==> src/rtl/mem_burst_sequencer.sv <==
// Purpose : splits one client transfer into SDRAM bursts on one arbiter port, re-issuing the remainder after preemption.
// Latency : xfer_start -> port_req next cycle; beats pass through combinationally; last ack -> xfer_done next cycle.
// Backpres: request waits for port_ready; rd beats are never buffered, so the client must take every rd_valid beat.
//
// Ports:
//   i_clk, i_rst_n                  clock, async active-low reset
//   i_xfer_*                        client transfer request (start pulse, we, word address, word length)
//   o_xfer_busy / o_xfer_done       transfer in progress / one-cycle completion pulse
//   o_rd_data / o_rd_valid          read beats from the port
//   i_wr_data / o_wr_req            write beats to the port (client advances after each wr_req cycle)
//   o_preempt_cnt                   saturating count of bursts cut short by the arbiter
//   o_port_* / i_port_*             arbiter port request/burst interface
module mem_burst_sequencer #(
   parameter int unsigned MAX_BURST = 16
) (
   input  logic        i_clk,
   input  logic        i_rst_n,
   input  logic        i_xfer_start,
   input  logic        i_xfer_we,
   input  logic [23:0] i_xfer_addr,
   input  logic [15:0] i_xfer_len,
   output logic        o_xfer_busy,
   output logic        o_xfer_done,
   output logic [15:0] o_rd_data,
   output logic        o_rd_valid,
   input  logic [15:0] i_wr_data,
   output logic        o_wr_req,
   output logic [7:0]  o_preempt_cnt,
   output logic        o_port_req,
   output logic        o_port_we,
   output logic [23:0] o_port_addr,
   output logic [31:0] o_port_wdata,
   output logic [7:0]  o_port_burst_len,
   output logic [15:0] o_port_burst_wdata,
   input  logic [15:0] i_port_burst_rdata,
   input  logic        i_port_burst_data_valid,
   input  logic        i_port_burst_wdata_req,
   input  logic        i_port_ack,
   input  logic        i_port_ready
);

   typedef enum logic [1:0] {
      S_IDLE  = 2'd0,
      S_REQ   = 2'd1,
      S_BURST = 2'd2,
      S_FIN   = 2'd3
   } state_t;

   localparam logic [15:0] MAX_LEN = 16'(MAX_BURST);

   state_t      r_state;
   state_t      w_state_nxt;
   logic [23:0] r_cur_addr;
   logic [15:0] r_remaining;
   logic [7:0]  r_burst_cnt;
   logic        r_we;
   logic [7:0]  r_preempt_cnt;

   logic [7:0]  w_burst_len;
   logic        w_accept;
   logic        w_beat;
   logic        w_ack;
   logic [8:0]  w_n;
   logic [15:0] w_rem_after;

   // Burst length is derived from remaining, which only changes on ack,
   // so it stays stable for the whole REQ/BURST pair the arbiter latched.
   assign w_burst_len = (r_remaining > MAX_LEN) ? MAX_LEN[7:0] : r_remaining[7:0];

   // A new transfer is accepted in IDLE and also in the FIN cycle.
   assign w_accept = i_xfer_start && ((r_state == S_IDLE) || (r_state == S_FIN));

   assign w_beat = (r_state == S_BURST) &&
                   (r_we ? i_port_burst_wdata_req : i_port_burst_data_valid);
   assign w_ack  = (r_state == S_BURST) && i_port_ack;

   // Words moved by this burst, including a beat landing in the ack cycle.
   assign w_n         = {1'b0, r_burst_cnt} + {8'd0, w_beat};
   assign w_rem_after = r_remaining - {7'd0, w_n};

   always_ff @(posedge i_clk or negedge i_rst_n) begin
      if (!i_rst_n) begin
         r_state <= S_IDLE;
      end else begin
         r_state <= w_state_nxt;
      end
   end

   always_comb begin
      w_state_nxt      = r_state;
      o_port_req       = 1'b0;
      o_port_we        = 1'b0;
      o_port_addr      = 24'd0;
      o_port_burst_len = 8'd0;
      o_xfer_busy      = 1'b0;
      o_xfer_done      = 1'b0;
      o_rd_valid       = 1'b0;
      o_wr_req         = 1'b0;
      case (r_state)
         S_IDLE: begin
            if (i_xfer_start) begin
               w_state_nxt = (i_xfer_len == 16'd0) ? S_FIN : S_REQ;
            end
         end
         S_REQ: begin
            o_port_req       = 1'b1;
            o_port_we        = r_we;
            o_port_addr      = r_cur_addr;
            o_port_burst_len = w_burst_len;
            o_xfer_busy      = 1'b1;
            if (i_port_ready) begin
               w_state_nxt = S_BURST;
            end
         end
         S_BURST: begin
            o_port_req       = 1'b1;
            o_port_we        = r_we;
            o_port_addr      = r_cur_addr;
            o_port_burst_len = w_burst_len;
            o_xfer_busy      = 1'b1;
            o_rd_valid       = i_port_burst_data_valid & ~r_we;
            o_wr_req         = i_port_burst_wdata_req & r_we;
            if (i_port_ack) begin
               w_state_nxt = (w_rem_after == 16'd0) ? S_FIN : S_REQ;
            end
         end
         S_FIN: begin
            o_xfer_done = 1'b1;
            if (i_xfer_start) begin
               w_state_nxt = (i_xfer_len == 16'd0) ? S_FIN : S_REQ;
            end else begin
               w_state_nxt = S_IDLE;
            end
         end
         default: begin
            w_state_nxt = S_IDLE;
         end
      endcase
   end

   always_ff @(posedge i_clk or negedge i_rst_n) begin
      if (!i_rst_n) begin
         r_cur_addr    <= 24'd0;
         r_remaining   <= 16'd0;
         r_burst_cnt   <= 8'd0;
         r_we          <= 1'b0;
         r_preempt_cnt <= 8'd0;
      end else begin
         if (w_accept) begin
            r_cur_addr    <= i_xfer_addr;
            r_remaining   <= i_xfer_len;
            r_we          <= i_xfer_we;
            r_preempt_cnt <= 8'd0;
         end

         if (r_state == S_REQ) begin
            r_burst_cnt <= 8'd0;
         end else if (w_beat) begin
            r_burst_cnt <= w_n[7:0];
         end

         // On ack, advance past the words actually moved; a short burst
         // (including zero beats) leaves the rest for the next REQ.
         if (w_ack) begin
            r_cur_addr  <= r_cur_addr + {15'd0, w_n};
            r_remaining <= w_rem_after;
            if ((w_n < {1'b0, w_burst_len}) && (r_preempt_cnt != 8'hFF)) begin
               r_preempt_cnt <= r_preempt_cnt + 8'd1;
            end
         end
      end
   end

   assign o_rd_data          = i_port_burst_rdata;
   assign o_port_burst_wdata = i_wr_data;
   assign o_port_wdata       = 32'd0;
   assign o_preempt_cnt      = r_preempt_cnt;

   // A beat beyond the issued burst length would also overrun remaining.
   a_beat_within_burst : assert property (@(posedge i_clk) disable iff (!i_rst_n)
      w_beat |-> (r_burst_cnt < w_burst_len));

   a_no_beat_when_idle : assert property (@(posedge i_clk) disable iff (!i_rst_n)
      ((r_state == S_IDLE) || (r_state == S_FIN)) |->
      !(i_port_burst_data_valid || i_port_burst_wdata_req));

endmodule

==> config.mk <==
export PLATFORM = sky130hd
export DESIGN_NAME = mem_burst_sequencer
export DESIGN_NICKNAME = d
export VERILOG_FILES = /design/src/rtl/mem_burst_sequencer.sv
export SDC_FILE = /design/constraint.sdc
export NUM_CORES = 1
export LEC_CHECK = 0
export CELL_PAD_IN_SITES_DETAIL_PLACEMENT = 1
export CELL_PAD_IN_SITES_GLOBAL_PLACEMENT = 1
export CORE_UTILIZATION = 33
export DETAILED_ROUTE_END_ITERATION = 12
export PLACE_DENSITY_LB_ADDON = 0.2
export REMOVE_ABC_BUFFERS = 1
export SYNTH_ARGS = -nofsm -noshare
export SYNTH_HDL_FRONTEND = slang
export SYNTH_SLANG_ARGS = --single-unit
==> constraint.sdc <==
create_clock -name i_clk -period 5 [get_ports i_clk]
set_input_delay 1 -clock i_clk [delete_from_list [all_inputs] [get_ports i_clk]]
set_output_delay 1 -clock i_clk [all_outputs]
set_load 0.1 [all_outputs]
# [Yosys cells after proc, flatten, opt, wreduce, memory -nomap -nowiden]
# Cells that the tools add are included.
[totals] elab_cells=59 in_bits=80 rom_bits=0 mem_bits_rw=0 out_inout_bits=110 latch_bits=0 n_memories=0 ff_bits=59
[op_classes] mul=0 n_addsub=4 mux=25 div_mod_pow=0 bitwise=3 reduce_logical=12 n_eq_ne=7 magnitude_cmp=2 shifts=0
[op_table] op="$mux 24" n=3
[op_table] op="$mux 8" n=7
[op_table] op="$logic_not 16->1" n=2
[op_table] op="$mux 16" n=2
[op_table] op="$add 24x9->24" n=1
[op_table] op="$gt 16x5->1 const B" n=1
[op_table] op="$sub 16x9->16" n=1
[op_table] op="$mux 2" n=6
[op_table] op="$add 8x1->9" n=1
[op_table] op="$lt 9x8->1" n=1
[op_table] op="$add 8x1->8 const B" n=1
[op_table] op="$ne 8x8->1 const B" n=1
[op_table] op="$pmux 2 s4" n=1
[op_table] op="$mux 1" n=6
[op_table] op="$ne 2x2->1 const B" n=3
[op_table] op="$eq 2x2->1 const B" n=2
[op_table] op="$logic_and 1x1->1" n=4
[op_table] op="$reduce_bool 2->1" n=2
[op_table] op="$reduce_and 3->1" n=1
[op_table] op="$and 1x1->1" n=2
[op_table] op="$eq 2x1->1 const B" n=1
[op_table] op="$logic_not 2->1" n=1
[op_table] op="$reduce_or 2->1" n=1
[op_table] op="$logic_or 1x1->1" n=1
[op_table] op="$not 1->1" n=1

# [Longest topological paths before layout]
# Gate-level depths: netlist of the first run.
[depth] ltp_word=8 ltp_mapped=19 ltp_nobuf=19

# [Worst setup path before layout of the first run]
# Ideal clock, no wire load.
[synth_timing] path_type="input to register" startpoint="input i_port_burst_data_valid" endpoint="register r_remaining[14]" required_ns=4.923 path_buffers=0 slack_ns=-0.198 setup_time_ns=0.077 arrival_ns=5.121 path_stages=17 path_cell_list="and3b_1 nor2_1 inv_1 ha_1 ha_1 xor2_1 inv_1 ha_1 nor2b_1 or3_1 a221oi_1 o21ai_1 maj3_2 nand2_1 a21oi_1 or3_1 a21oi_1"
[synth_between] elab_chain_cells=5
[synth_lines] element="from (decl)" line="36" rtl="input logic i_port_burst_data_valid,"
[synth_lines] element="$mux 1" line="74" rtl="(r_we ? i_port_burst_wdata_req : i_port_burst_data_valid);"
[synth_lines] element="$logic_and 1x1->1" line="73" rtl="assign w_beat = (r_state == S_BURST) &&"
[synth_lines] element="$add 8x1->9" line="78" rtl="assign w_n = {1'b0, r_burst_cnt} + {8'd0, w_beat};"
[synth_lines] element="$sub 16x9->16" line="79" rtl="assign w_rem_after = r_remaining - {7'd0, w_n};"
[synth_lines] element="$mux 16" line="164" rtl="if (w_ack) begin"
[synth_lines] element="to (signal assigned)" line="151" rtl="r_remaining <= i_xfer_len;"
[synth_lines] element="to (signal assigned)" line="166" rtl="r_remaining <= w_rem_after;"
[synth_lines] element="to (decl)" line="54" rtl="logic [15:0] r_remaining;"
# Every way passes these cells.
# A chain may end at the register's enable or synchronous reset.

# [Final worst setup path of the first run]
[layout_timing] startpoint="input i_port_burst_data_valid" endpoint="register r_state[1]"
[layout_between] elab_chain_cells=8
[layout_lines] element="$mux 1" line="74"
[layout_lines] element="$logic_and 1x1->1" line="73"
[layout_lines] element="$add 8x1->9" line="78"
[layout_lines] element="$sub 16x9->16" line="79"
[layout_lines] element="$logic_not 16->1" line="124" rtl="w_state_nxt = (w_rem_after == 16'd0) ? S_FIN : S_REQ;"
[layout_lines] element="$mux 2" line="124"
[layout_lines] element="$mux 2" line="123" rtl="if (i_port_ack) begin"
[layout_lines] element="$pmux 2 s4" line="99" rtl="case (r_state)"
[layout_lines] element="to (signal assigned)" line="85" rtl="r_state <= w_state_nxt;"
[layout_lines] element="to (decl)" line="51" rtl="state_t r_state;"
# Every way passes these cells. The select of a mux whose other input is x is not followed.

==> reports/qor.csv, run 1 <==
metric,value,unit
GRT met3 Usage,0.0797,
Synth top area share,0.280,
Internal,0.00199,W
data required time of the critical path,5.28,ns
fin crit period,4.70,ns
CP most frequent cell,ha_1,
Slowest cell on crit path,a221oi_1,
TritonCTS clock tree,built,
relative slew slack,0.321,
share of layout cells above drive strength 1,0.136,
clock net sink count,59,
VDD IR max,630,uV
switching share of power,0.605,
DRT iter0 DRCs,165,
"Hold Vio Cnt, Final",0,
clk slew on worst S/H paths,0.05,ns
chip width,128,microns
Site Rows,45,
Worst Setup Path Type,in2reg,
clock root buffer,clkbuf_16,
syn avg cell area,8.09,sq um
"commonest cells after routing, fill and taps aside","nand2_1 (69), nor2_1 (64), dfrtp_1 (59)",
max-capacitance violation count,0,
Post-Route WL,17.4,mm
GR Layer Usage met1,0.279,
met2 Resource Use GR,0.358,
sequential share of power,0.182,
Top Usage Layer GRT,met2,
Longest Clk Path Bufs,2,
Clock Latency Late Sink,0.34,ns
WL/cell,18.6,microns
largest net degree at the start of global routing,60,
full die area,16500,sq um
Num CTS Buffers,9,
ANT nets after route,0,
Chip Height,128,microns
final setup TNS,0,ns
arrival time at the worst endpoint,4.98,ns
Syn Inst Count,651,
initial antenna violation count,0,
Clock Skew,0.00725,ns
Synth area leader,dfrtp_1,
Starting Density,0.343,
"most common cell after layout, fill and taps aside",nand2_1,
Post-synth ARST share,1.00,
number of flops mapped to enable cells by yosys,0,
Yosys cell types,73,
Ys Warns,0,
cells resized by post-CTS repair,0,
Power Dens Cells,795,nW/um^2
Setup-failing EPs final,0,
sw power,0.00305,W
H-tree Lvls,3,
fin crit share,0.941,
CTS Hold Bufs,0,
crit-path max cell delay,0.42,ns
crit path launch type,input port,
DR vias,4973,
worst path cell trace,clkdlybuf4s50_1 -> and3b_1 -> nor2_1 -> inv_1 -> ha_1 -> ha_1 -> xor2_1 -> inv_1 -> ha_1 -> nor2b_1 -> or3_1 -> a221oi_1 -> o22ai_1 -> xor2_1 -> nor4_1 -> nand4_1 -> nor4_1 -> a41o_1,
min-delay worst type,reg2reg,
Crit Path Max Fanout,3,
Post-Syn Area,5270,sq um
Max Slew Vio Count,0,
DP Wirelength,13.3,mm
vias in the first global route,5102,
"top cells by area, synth","dfrtp_1 (28%), buf_4 (9.8%), ha_1 (5.7%), nand2_1 (4.9%), nor2_1 (4.6%)",
setup ws final,0.296,ns
grt ovf,0,
Placer Congestion,0.857,
Synth Flop Type,dfrtp_1,
Setup Buffers After CTS,0,
outcome,"complete, no violations",
DR pass1 iterations,4,
fmax,213,MHz
CP endpoint kind,flop,
leakage,2.85,nW
#FFs+latches synth,59,
DRC,0,
vias per cell,5.32,
Layout area overhead,20.5,%
total inserted antenna cells,0,
hold slack,0.524,ns
register area share after synthesis,0.280,
final instance count without filler cells,934,
DP Worst Slack,-0.0538,ns
Worst Max-Slew Pin Slew,1.01,ns
power consumption,0.00505,W
Clock power frac,0.126,
Total GRT Usage,0.221,
# placed instances,919,
Core Footprint,15400,sq um
RSZ-0062 raised after global routing,false,
I/O pin total,190,
part of the power in combinational logic,0.693,
# nets final,825,
Port Buf Inserts,90,
first-pass GRT wire length,27.9,mm
final timing paths:
check | startpoint | endpoint | slack [ns] | cells after the start
max in group asynchronous | i_rst_n | r_cur_addr[17] | 3.62 | 2
setup reg to reg | r_state[0] | r_state[1] | 0.55 | 19
hold / removal | r_we | r_we | 0.52 | 2
min in group asynchronous | i_rst_n | o_preempt_cnt[0] | 0.85 | 2
setup / recovery | i_port_burst_data_valid | r_state[1] | 0.30 | 18
hold reg to reg | r_we | r_we | 0.52 | 2
metal layers:
layer  part of all wire  vias up
met5                  0        -
met4             0.0098        0
met3              0.076       17
met2               0.47      155
met1               0.45     2461
li1                   -     2340
stage by stage:
step	utilization	area [sq um]
CTS	0.413	6350
detailed placement	0.394	6050
floorplan	-	4780
global placement	0.394	6050
finish	0.413	6350
global route	0.413	6350
synth_stat cells, types with 4 or more instances:
cell	instances
inv_1	24
a211oi_1	15
clkbuf_1	23
a211o_1	6
a21o_1	6
nand2b_1	4
or3_1	10
ha_1	24
and2_1	32
o211ai_1	5
nor2_1	64
nand4_1	4
buf_4	69
a21oi_1	32
a31oi_1	13
dfrtp_1	59
nand3_1	18
a311oi_1	11
nor4_1	9
nor3_1	11
o21ai_0	24
xnor2_1	13
xor2_1	13
nand2_1	69
and3_1	20
maj3_2	6
worst max-delay path: cells and delay by family:
family | cells | cell delay (ns)
and+or+nand+nor | 7 | 1.54
buffers and inverters | 3 | 0.55
adders and majority gates | 3 | 0.71
xor gates and xnor gates | 2 | 0.38
AOI/OAI and AO/OA | 3 | 0.78
kinds of logic (layout without fill, tap and decap cells):
logic type / after synthesis / count (layout) / synth area share
AND/OR/NAND/NOR: 259 / 259 / 0.244
AO/OA/AOI/OAI: 145 / 145 / 0.194
buffers and inverters: 120 / 156 / 0.136
flip-flops: 59 / 59 / 0.280
adder cells (fa/ha/maj): 33 / 33 / 0.0801
XOR/XNOR: 30 / 30 / 0.0577
multiplexers: 3 / 3 / 0.00570
other: 2 / 38 / 0.00143
state kept, by name, summed over array words and instances (netlist names):
signal         count
r_remaining       16
r_burst_cnt        8
r_we               1
o_preempt_cnt      8
r_state            2
r_cur_addr        24
power by group through the flow:
stage          logic (W)  registers [W]  clock network (W)
3_5_place_dp     0.00351       0.000920                  0
6_report         0.00350       0.000916           0.000634
4_1_cts          0.00353       0.000914           0.000648
2_1_floorplan    0.00263       0.000883                  0
3_3_place_gp     0.00346       0.000907                  0
5_1_grt          0.00374       0.000950           0.000667
final cells by class:
cell class | count | area (sq um)
clock buffers | 13 | 260
clock inverters | 2 | 35.0
fillers | 1850 | 9020
inverters | 25 | 93.8
multi-input cells | 508 | 3210
flip-flops and latches | 59 | 1480
well taps | 211 | 264
repair buffers | 116 | 1010
Note: power is estimated with default switching activity, not from simulation.
==> inputs of run 2 (changes only) <==
Settings changed: ABC_CLOCK_PERIOD_IN_PS set to 5000, CORE_UTILIZATION 33 to 45, DONT_BUFFER_PORTS set to 1, PLACE_DENSITY set to 0.81, PLACE_DENSITY_LB_ADDON 0.2 to unset.
==> reports/qor.csv, run 2 (synthesized netlist as in run 1, its figures left out) <==
metric,value,unit,change
Crit path max-delay family,adder cells,,
Routed met2 length,7.64,mm,-5.7%
full die area,12100,sq um,-26%
Starting Density,0.461,,+0.119
ANT nets after route,0,,unchanged
TritonCTS clock tree,built,,
I/O pin total,190,,unchanged
"Hold Vio Cnt, Final",0,,unchanged
Slowest cell on crit path,dfrtp_1,,
share of layout cells above drive strength 1,0.0782,,-0.0574
DR vias,4592,,-7.7%
data required time of the critical path,5.28,ns,about the same
# nets final,718,,-13%
H-tree Lvls,3,,unchanged
Longest Clk Path Bufs,2,,unchanged
largest net degree at the start of global routing,60,,unchanged
CP most frequent cell,ha_1,,
"commonest cells after routing, fill and taps aside","nand2_1 (69), nor2_1 (64), dfrtp_1 (59)",,
first-pass GRT wire length,24.2,mm,-13%
final instance count without filler cells,757,,-19%
R2R setup slack,0.26,ns,-0.29 ns
grt ovf,0,,unchanged
Worst Setup Path Type,reg2reg,,
RSZ-0062 raised after global routing,false,,
clk slew on worst S/H paths,0.05,ns,about the same
relative slew slack,0.292,,-0.0293
total inserted antenna cells,0,,unchanged
Clock Skew,0.00760,ns,+0.000349 ns
chip width,110,microns,-14%
Worst Max-Slew Pin Slew,1.06,ns,+0.0429 ns
Setup-failing EPs final,0,,unchanged
DRT iter0 DRCs,327,,+98%
fmax,211,MHz,-0.68%
Core Footprint,11400,sq um,-26%
arrival time at the worst endpoint,5.02,ns,+0.04 ns
Num CTS Buffers,9,,unchanged
RR Startpoint,r_state[0],,
Max Slew Vio Count,0,,unchanged
Top Layer Used,met4,,
Site Rows,39,,-13%
worst path cell trace,inv_1 -> ha_1 -> and3_1 -> nor2_1 -> inv_1 -> ha_1 -> ha_1 -> nand3_2 -> nor2_1 -> xor2_1 -> inv_1 -> ha_1 -> o2111ai_1 -> o21bai_1 -> a21oi_1 -> a31o_2 -> xnor2_1 -> nor4_1 -> a41o_1,,
Crit Path Max Fanout,7,,+4
crit-path max cell delay,0.41,ns,about the same
Placer Congestion,0.893,,+4.2%
crit path buf inv count,3,,unchanged
clock root buffer,clkbuf_16,,
outcome,"complete, no violations",,
fin crit share,0.947,,+0.00648
max reg flops,24,,unchanged
WL met1,6.71,mm,-14%
Total GRT Usage,0.272,,+0.0508
Layout area overhead,0.570,%,
Post-Route WL,16.2,mm,-6.9%
DR pass1 iterations,4,,unchanged
WL/cell,21.4,microns,+15%
initial antenna violation count,0,,unchanged
met3 routed WL,1.59,mm,+20%
Chip Height,110,microns,-14%
Biggest register,r_cur_addr,,
"most common cell after layout, fill and taps aside",nand2_1,,
vias in the first global route,4610,,-9.6%
Clock Latency Late Sink,0.35,ns,about the same
Layout fillers,1424,,-23%
# placed instances,744,,-19%
final core utilization,0.464,,+0.0509
vias per cell,6.07,,+14%
CP endpoint kind,flop,,
crit path launch type,flop,,
DRC,0,,unchanged
Crit Reg-Reg Endpoint,r_state[1],,
fin crit period,4.74,ns,+0.0324 ns
reg2reg path depth,19,,unchanged
Port Buf Inserts,0,,-100%
area occupied by multi-input gates,3230,sq um,+0.70%
CTS Hold Bufs,0,,unchanged
clock net sink count,59,,unchanged
min-delay worst type,in2async,,
Regs by FF count,"r_cur_addr x24, r_remaining x16",,
DP Wirelength,12.1,mm,-8.9%
Reg area,1480,sq um,unchanged
max-capacitance violation count,0,,unchanged
-- run 2: worst max path at each step --
stage / from / endpoint / depth (start not counted)
2_1_floorplan: i_port_burst_data_valid / r_remaining[14] / 17
3_3_place_gp: i_port_burst_data_valid / r_remaining[14] / 17
3_5_place_dp: i_port_burst_data_valid / r_remaining[14] / 17
4_1_cts: r_state[0] / r_remaining[14] / 19
5_1_grt: r_state[0] / r_state[1] / 19
6_report: r_state[0] / r_state[1] / 19
-- run 2: timing repair --
action,in CTS,in global routing
endpoints found under the hold margin,0,0
gates resized for setup,0,1
setup buffers,0,0
setup endpoints to repair,0,4
-- run 2: layer usage --
| metal | up-vias | track usage |
|---|---|---|
| li1 | 2116 | - |
| met1 | 2260 | 0.332 |
| met2 | 194 | 0.433 |
| met3 | 22 | 0.102 |
| met4 | 0 | 0.0959 |
| met5 | - | 0.0357 |
-- run 2: cell type report --
class,count,area share
multi-input cells,508,0.610
flip-flops and latches,59,0.279
clock buffers,13,0.0472
well taps,143,0.0338
inverters,25,0.0177
repair buffers,9,0.0128
-- run 2: per-stage QoR --
step / TNS [ns] / hold WS, ns / setup slack (ns) / instance area (sq um)
5_1_grt: 0 / 0.340 / 0.00353 / 5300
3_5_place_dp: 0 / 0.504 / 0.158 / 5040
3_3_place_gp: 0 / 0.490 / 0.289 / 5040
4_1_cts: 0 / 0.338 / 0.298 / 5290
6_report: 0 / 0.347 / 0.264 / 5300
2_1_floorplan: -1.94 / 0.465 / -0.222 / 4780
-- run 2: worst reg2reg max path: cells and delay by family (launching register included) --
kind,cells,cell delay (ns)
adder cells (fa/ha/maj),4,1.19
AO/OA/AOI/OAI,5,1.19
AND/OR/NAND/NOR,5,1.09
buffers and inverters,3,0.44
flip-flops,1,0.41
XOR/XNOR,2,0.38
Power of run 2 is not shown: default switching activity piles up to over one toggle a cycle in this logic, so the estimate is an artifact.
